File: src/rtl/uart_tx_fsm_pkg.sv
// Shared constants for the UART transmit FSM: state encodings,
// data width, parity modes and the parity helper.
package uart_tx_fsm_pkg;

    localparam int DATA_W = 8;

    localparam logic [2:0] ST_IDLE   = 3'd0;
    localparam logic [2:0] ST_START  = 3'd1;
    localparam logic [2:0] ST_DATA   = 3'd2;
    localparam logic [2:0] ST_PARITY = 3'd3;
    localparam logic [2:0] ST_STOP   = 3'd4;

    localparam logic PAR_EVEN = 1'b0;
    localparam logic PAR_ODD  = 1'b1;

    function automatic logic calc_par(
        input logic [DATA_W-1:0] d,
        input logic              odd
    );
        return (odd == PAR_ODD) ? ~^d : ^d;
    endfunction

endpackage

File: src/rtl/uart_tx_fsm_if.sv
// Host-side byte interface of the UART transmitter.
// master: host (drives tx_data/tx_data_en); slave: transmitter (drives tx_rdy).
interface uart_tx_fsm_if;
    import uart_tx_fsm_pkg::*;

    logic [DATA_W-1:0] tx_data;
    logic              tx_data_en;
    logic              tx_rdy;

    modport master (output tx_data, output tx_data_en, input tx_rdy);
    modport slave  (input tx_data, input tx_data_en, output tx_rdy);

endinterface

File: src/rtl/uart_tx_fsm.sv
// Frame-level UART transmitter with one-entry holding register.
// Ports: i_clk, i_rst_n (async low), i_tx_ce (bit-rate enable),
//   bus (host byte handshake), o_tx_busy, o_tx_done, o_txd (idle high).
module uart_tx_fsm
    import uart_tx_fsm_pkg::*;
#(
    parameter bit PARITY_EN  = 1'b1,
    parameter bit PARITY_ODD = 1'b0,
    parameter int STOP_BITS  = 1
) (
    input  logic               i_clk,
    input  logic               i_rst_n,
    input  logic               i_tx_ce,
    uart_tx_fsm_if.slave       bus,
    output logic               o_tx_busy,
    output logic               o_tx_done,
    output logic               o_txd
);

    localparam logic LAST_STOP = (STOP_BITS == 2);

    logic [2:0]        r_state;
    logic [DATA_W-1:0] r_hold;
    logic              r_hold_full;
    logic [DATA_W-1:0] r_shift;
    logic              r_par;
    logic [2:0]        r_bit_cnt;
    logic              r_stop_cnt;
    logic              r_txd;
    logic              r_done;

    logic w_accept;
    logic w_last_stop;
    logic w_load;

    assign w_accept    = bus.tx_data_en & ~r_hold_full;
    assign w_last_stop = (r_state == ST_STOP) & (r_stop_cnt == LAST_STOP);
    // A queued byte starts either from idle or straight out of the last
    // stop bit, which is what gives zero-gap back-to-back frames.
    assign w_load      = i_tx_ce & r_hold_full
                       & ((r_state == ST_IDLE) | w_last_stop);

    always_ff @(posedge i_clk or negedge i_rst_n) begin
        if (!i_rst_n) begin
            r_state     <= ST_IDLE;
            r_hold      <= '0;
            r_hold_full <= 1'b0;
            r_shift     <= '0;
            r_par       <= 1'b0;
            r_bit_cnt   <= '0;
            r_stop_cnt  <= 1'b0;
            r_txd       <= 1'b1;
            r_done      <= 1'b0;
        end else begin
            r_done <= 1'b0;

            if (w_load) begin
                r_hold_full <= 1'b0;
            end else if (w_accept) begin
                r_hold_full <= 1'b1;
                r_hold      <= bus.tx_data;
            end

            if (i_tx_ce) begin
                case (r_state)
                    ST_START: begin
                        r_txd     <= r_shift[0];
                        r_bit_cnt <= '0;
                        r_state   <= ST_DATA;
                    end
                    ST_DATA: begin
                        if (r_bit_cnt == 3'd7) begin
                            r_stop_cnt <= 1'b0;
                            if (PARITY_EN) begin
                                r_txd   <= r_par;
                                r_state <= ST_PARITY;
                            end else begin
                                r_txd   <= 1'b1;
                                r_state <= ST_STOP;
                            end
                        end else begin
                            r_txd     <= r_shift[1];
                            r_shift   <= {1'b0, r_shift[DATA_W-1:1]};
                            r_bit_cnt <= r_bit_cnt + 3'd1;
                        end
                    end
                    ST_PARITY: begin
                        r_txd      <= 1'b1;
                        r_stop_cnt <= 1'b0;
                        r_state    <= ST_STOP;
                    end
                    ST_STOP: begin
                        if (w_last_stop) begin
                            r_done <= 1'b1;
                            if (!r_hold_full) begin
                                r_txd   <= 1'b1;
                                r_state <= ST_IDLE;
                            end
                        end else begin
                            r_stop_cnt <= 1'b1;
                        end
                    end
                    default: ;
                endcase
            end

            if (w_load) begin
                r_shift <= r_hold;
                r_par   <= calc_par(r_hold, PARITY_ODD);
                r_txd   <= 1'b0;
                r_state <= ST_START;
            end
        end
    end

    assign bus.tx_rdy = ~r_hold_full;
    assign o_tx_busy  = (r_state != ST_IDLE);
    assign o_tx_done  = r_done;
    assign o_txd      = r_txd;

endmodule

File: src/flat_wrapper.sv
// flat-port wrapper written by rule: the top's interface ports become plain ports
module uart_tx_fsm_flat import uart_tx_fsm_pkg::*;
#(
    parameter bit PARITY_EN  = 1'b1,
    parameter bit PARITY_ODD = 1'b0,
    parameter int STOP_BITS  = 1
)
  (i_clk, i_rst_n, i_tx_ce, o_tx_busy, o_tx_done, o_txd, bus_tx_data, bus_tx_data_en, bus_tx_rdy);
  uart_tx_fsm_if bus_i ();
  input  logic i_clk;
  input  logic i_rst_n;
  input  logic i_tx_ce;
  output logic o_tx_busy;
  output logic o_tx_done;
  output logic o_txd;
  input wire logic [$bits(bus_i.tx_data)-1:0] bus_tx_data;
  input wire logic [$bits(bus_i.tx_data_en)-1:0] bus_tx_data_en;
  output wire logic [$bits(bus_i.tx_rdy)-1:0] bus_tx_rdy;
  assign bus_i.tx_data = bus_tx_data;
  assign bus_i.tx_data_en = bus_tx_data_en;
  assign bus_tx_rdy = bus_i.tx_rdy;
  uart_tx_fsm #(.PARITY_EN(PARITY_EN), .PARITY_ODD(PARITY_ODD), .STOP_BITS(STOP_BITS)) u_core (.i_clk(i_clk), .i_rst_n(i_rst_n), .i_tx_ce(i_tx_ce), .bus(bus_i), .o_tx_busy(o_tx_busy), .o_tx_done(o_tx_done), .o_txd(o_txd));
endmodule
File: config.mk
export PLATFORM = sky130hd
export DESIGN_NAME = uart_tx_fsm_flat
export DESIGN_NICKNAME = d
export VERILOG_FILES = /design/src/rtl/uart_tx_fsm_pkg.sv /design/src/rtl/uart_tx_fsm_if.sv /design/src/rtl/uart_tx_fsm.sv /design/src/flat_wrapper.sv
export SDC_FILE = /design/constraint.sdc
export NUM_CORES = 1
export LEC_CHECK = 0
export ABC_AREA = 1
export CAP_MARGIN = 20
export CORE_MARGIN = 2
export CORE_UTILIZATION = 40
export DETAILED_ROUTE_END_ITERATION = 8
export PLACE_DENSITY = 0.6
export SLEW_MARGIN = 25
export SYNTH_ARGS = -nofsm -noshare
export SYNTH_HDL_FRONTEND = slang
export SYNTH_SLANG_ARGS = --single-unit
File: constraint.sdc
create_clock -name i_clk -period 1.6 [get_ports i_clk]
set_clock_uncertainty 0.15 [all_clocks]
set_input_delay 0.16 -clock i_clk [delete_from_list [all_inputs] [get_ports i_clk]]
set_output_delay 0.16 -clock i_clk [all_outputs]
set_load 0.05 [all_outputs]
### Word level (Yosys, flattened, before mapping)

Index checks and enable logic that the tools add are counted.
W data, S select, Z words.

| operators by class | value |
|---|---|
| add/sub/neg operators | 1 |
| multiply operators | 0 |
| div/mod/pow operators | 0 |
| $lt $le $gt $ge | 0 |
| equal/unequal tests | 12 |
| shifts and indexed selects | 0 |
| mux-type cells | 26 |
| bitwise logic cells | 8 |
| reduce and logical (&&, ||, !) cells | 15 |

Operators by type and width:

| operator | count |
|---|---|
| $mux W8 | 4 |
| $mux W3 | 6 |
| $mux W1 | 12 |
| $pmux W3 S4 | 1 |
| $reduce_and A4 Y1 | 2 |
| $reduce_bool A2 Y1 | 4 |
| $reduce_xor A8 Y1 | 1 |
| $eq A3 B2 Y1 const B | 2 |
| $eq A3 B3 Y1 const B | 2 |
| $ne A3 B1 Y1 const B | 2 |
| $pmux W3 S2 | 1 |
| $reduce_and A3 Y1 | 2 |
| $reduce_bool A3 Y1 | 2 |
| $reduce_and A5 Y1 | 1 |
| $reduce_bool A5 Y1 | 1 |
| $and A1 B1 Y1 | 4 |
| $ne A2 B1 Y1 const B | 2 |
| $ne A2 B2 Y1 const B | 2 |
| $pmux W1 S4 | 1 |
| $add A3 B1 Y3 const B | 1 |
| $eq A3 B1 Y1 const B | 1 |
| $logic_not A3 Y1 | 1 |
| $ne A3 B3 Y1 const B | 1 |
| $not A1 Y1 | 3 |
| 3 further kinds | 3 |

| word-level totals | value |
|---|---|
| register bits after elaboration | 27 |
| bits in latches | 0 |
| RAM bits | 0 |
| memory bits (read-only) | 0 |
| output and inout port bits | 4 |
| word-level logic and storage cells | 71 |
| memories | 0 |

### Longest topological paths before layout

| depth | value |
|---|---|
| depth after elaboration | 6 |
| depth in mapped cells | 9 |

### Worst setup path after synthesis

No wires, ideal clock.

| path | value |
|---|---|
| path type | register to register |
| from | register u_core.r_hold_full |
| to | register u_core.r_hold[0] |
| data arrival time | 1.283 ns |
| data required time | 1.325 ns |
| slack | 0.042 ns |
| stages on the path, launching flop included | 4 |
| buffers on the path | 0 |
| period minus slack after synthesis | 1.558 ns |
| cell sequence | dfrtp_1 inv_1 nand2_2 mux2_2 |

| between the ends | value |
|---|---|
| elaborated cells on any way between the ends | 6 |
| classes of those cells | 5 x bitwise; 1 x reduce/logical |

RTL lines:

| element | RTL line | text |
|---|---|---|
| from (decl) | uart_tx_fsm.sv:24 | `logic r_hold_full;` |
| from (signal assigned) | uart_tx_fsm.sv:47 | `r_hold_full <= 1'b0;` |
| from (signal assigned) | uart_tx_fsm.sv:58 | `r_hold_full <= 1'b0;` |
| from (signal assigned) | uart_tx_fsm.sv:60 | `r_hold_full <= 1'b1;` |
| $not A1 Y1 | - |  |
| via bus_tx_rdy | flat_wrapper.sv:18 | `output wire logic [$bits(bus_i.tx_rdy)-1:0] bus_tx_rdy;` |
| $and A1 B1 Y1 | uart_tx_fsm.sv:36 | `assign w_accept = bus.tx_data_en & ~r_hold_full;` |
| $reduce_and A2 Y1 (no line) | - |  |
| to (signal assigned) | uart_tx_fsm.sv:61 | `r_hold <= bus.tx_data;` |
| to (decl) | uart_tx_fsm.sv:23 | `logic [DATA_W-1:0] r_hold;` |

The timed path passes the listed nets, and every way through them passes these cells.
A chain may end at the register's enable or synchronous reset.

### Final worst setup path

| path | value |
|---|---|
| from | register u_core.r_bit_cnt[0] |
| to | register u_core.r_bit_cnt[1] |

| between the ends | value |
|---|---|
| cells in the longest elaborated chain, start to end | 3 |
| elaborated cells on any way between the ends | 6 |
| classes of those cells | 1 x add/sub; 2 x eq/ne; 2 x mux; 1 x reduce/logical |

Ends and longest elaborated chain:

| element | RTL line | text |
|---|---|---|
| from (decl) | uart_tx_fsm.sv:27 | `logic [2:0] r_bit_cnt;` |
| from (signal assigned) | uart_tx_fsm.sv:84 | `r_bit_cnt <= r_bit_cnt + 3'd1;` |
| $add A3 B1 Y3 or $eq A3 B3 Y1 (tied branches) | uart_tx_fsm.sv:84, uart_tx_fsm.sv:72 |  |
| $mux W3 or $ne A2 B2 Y1 (tied branches) | - |  |
| $pmux W3 S2 or $reduce_and A3 Y1 (tied branches) | - |  |

Parallel ways exist; a longest one is shown, timed or not. The select of a mux whose other input is x is not followed.

==> results.json <==
{
  "design_area_mm2": 0.00184,
  "fp-row-count": 21,
  "grt-ovfl-total": 0,
  "drive_gt1_share_pct": 30.6,
  "ir_drop_mv": 0.931,
  "path_clk_slew_ns": 0.15,
  "clockBufferDepth": 2,
  "cts_sinks": 27,
  "routedWlPerCell_um": 12.6,
  "syn_to_final_growth_pct": 25.9,
  "worstSetupPathType": "reg -> reg",
  "cp_slowest_cell": "dfrtp_1",
  "clock.fmax_mhz": 608,
  "ys_ff_latch": 27,
  "synth_cells": 160,
  "ant_nets": 0,
  "grtUsageTotal_pct": 15.1,
  "arrival_ns": 1.77,
  "place_hpwl_um": 2110,
  "die_h_um": 64.4,
  "start_util_pct": 42.7,
  "synth_area_mm2": 0.00146,
  "port_buffers": 15,
  "cp_max_fo": 6,
  "place_congestion": 0.781,
  "met2_length_um": 1610,
  "setup_viol": 4,
  "fin_crit_ns": 1.65,
  "fillCellCount": 342,
  "fin_util_pct": 53.8,
  "synth.yosys.warnings": 0,
  "rsz0062_at_grt": "true",
  "dp_cells": 222,
  "report.final.slew_viol_count": 0,
  "grt_pass1_wl_um": 4910,
  "p_per_area_mw_per_mm2": 1920,
  "die-area_mm2": 0.00415,
  "htreeDepth": 1,
  "drt_drc_violations_left": 0,
  "path_delay_family": "simple AND/OR/NAND/NOR gates",
  "ys_async_sr_fraction_pct": 100,
  "n_antenna_cell": 0,
  "tritoncts": "done",
  "ctsRootBufferMaster": "clkbuf_4",
  "yosysMostFrequentCell": "nand2_1",
  "fin_cells": 232,
  "synth_area_leader_cell": "dfrtp_1",
  "met1_length_um": 1200,
  "crit_chain": "ha_2, ha_4, nor2_4, nand2_8, o21ai_4, nand3_1, o21ai_1",
  "pre_cts_ws_ns": -0.126,
  "startpoint_type": "register",
  "slowest_delay_ns": 0.42,
  "netlist.area_leader.share_pct": 44.6,
  "drtIter0Drc": 35,
  "cp-end-kind": "register",
  "cellLeakagePower_nw": 0.884,
  "highest_layer": "met4",
  "dr_total_vias": 1136,
  "crit_required_ns": 1.72,
  "path_buf_inv": 0,
  "violations": "negative setup slack",
  "finalWirelength_um": 2910,
  "status": "finished, violations left",
  "syn_area_per_cell_um2": 9.12,
  "synth_edf_count": 0,
  "fin_nets": 201,
  "setup_slack_ns": -0.0461,
  "syn-num-nets": 174,
  "synthFlopType": "dfrtp_1",
  "viasPerCell": 4.90,
  "maxCapViolations": 0,
  "grt_pass1_vias": 1142,
  "wl_met3_um": 92,
  "min_path_type": "in -> async",
  "dpl_cell_area_mm2": 0.00169,
  "synth_top_cells_by_area": "dfrtp_1, nand2_1, nand3_1, mux2_2, inv_1",
  "ys_seq_area_share_pct": 46.4,
  "finalCritPeriodShare_pct": 103,
  "drt_pass1_iterations": 4,
  "worstMarginPinSlew_ns": 0.383,
  "ys_top_cells_by_count": "nand2_1, dfrtp_1, inv_1",
  "cts_buffers": 3,
  "boundaryPins": 16,
  "core_area_mm2": 0.00342,
  "cts.hold.buffers_added": 0,
  "hold_viol": 0,
  "slew_headroom_pct": 74.4,
  "clk_latency_ns": 0.33,
  "grt_antenna_before_repair": 0,
  "dieWidth_um": 64.4,
  "grt_max_degree": 28,
  "ys_types": 27
}
==> power by group <==
group | switching [mW] | internal, mW | leakage (nW)
logic | 1.11 | 0.874 | 0.533
clock network | 0.205 | 0.0938 | 0.0177
registers | 0.262 | 0.975 | 0.333
==> stage by stage <==
step                      setup TNS, ns  hold WS (ns)  total power [mW]
after detailed placement         -0.601         0.318              3.03
after CTS                             0        0.0613              3.37
after global routing             -0.451        0.0732              3.80
after global placement           -0.116         0.317              2.94
after floorplan                       0        -0.286              2.55
final                           -0.0529        0.0399              3.53
==> final timing paths <==
path                                            startpoint                         endpoint  slack (ns)  depth (start not counted)
setup / recovery           u_core.r_bit_cnt[0]$_DFFE_PN0P_  u_core.r_bit_cnt[1]$_DFFE_PN0P_       -0.05                          7
hold / removal                                     i_rst_n    u_core.r_state[2]$_DFFE_PN0P_        0.04                          2
setup reg to reg           u_core.r_bit_cnt[0]$_DFFE_PN0P_  u_core.r_bit_cnt[1]$_DFFE_PN0P_       -0.05                          7
hold reg to reg              u_core.r_stop_cnt$_DFFE_PN0P_       u_core.o_tx_done$_DFF_PN0_        0.34                          1
max in group asynchronous                          i_rst_n         u_core.o_txd$_DFFE_PN1P_        0.96                          2
min in group i_clk                          bus_tx_data[2]     u_core.r_hold[2]$_DFFE_PN0P_        0.26                          3
==> layer usage <==
| layer | up-vias | GRT usage [%] |
|---|---|---|
| met4 | 0 | 2.39 |
| li1 | 570 | - |
| met5 | - | 0 |
| met2 | 15 | 28.5 |
| met3 | 2 | 3.70 |
| met1 | 549 | 17.5 |
==> area by class of cell <==
type | count | area, um2 | area share, %
Clock buffer | 3 | 22.5 | 1.23
Inverter | 23 | 93.8 | 5.11
Timing Repair Buffer | 23 | 238 | 12.9
Clock inverter | 1 | 5.00 | 0.272
Tap cell | 46 | 57.6 | 3.13
Sequential cell | 27 | 679 | 37.0
Multi-Input combinational cell | 109 | 741 | 40.3
==> timing repair <==
item / 4_1_cts / 5_1_grt
gates resized for setup: 5 / 13
setup endpoints to repair: 13 / 13
pin swaps: 1 / 6
buffers inserted: 1 / 4
gates cloned: 0 / 1
==> layout by cell type, fill, tap and decap left out, types with 5 or more instances in the layout <==
master and n:
dfrtp_1 24, nand2_2 5, o21ai_1 5, buf_4 9
nand3_1 13, clkdlybuf4s50_1 11, mux2_2 7, inv_1 19
nand3_2 6, nand2_1 41
==> flip-flops by register name, indices dropped and copies added, names as in the netlist, 3 cells and up <==
signal,cells
u_core.r_bit_cnt,3
u_core.r_hold,8
u_core.r_shift,8
u_core.r_state,3
==> kinds of logic (layout without fill, tap and decap cells) <==
logic type	after synthesis	after routing	share of synthesized area [%]
DFF	27	27	46.4
and+or+nand+nor	73	74	23.8
adders and majority gates	2	2	1.71
AOI/OAI and AO/OA	19	19	10.5
buffers and inverters	25	50	7.98
muxes	7	7	5.40
xor gates and xnor gates	7	7	4.20
(Power assumes the default switching activity.)
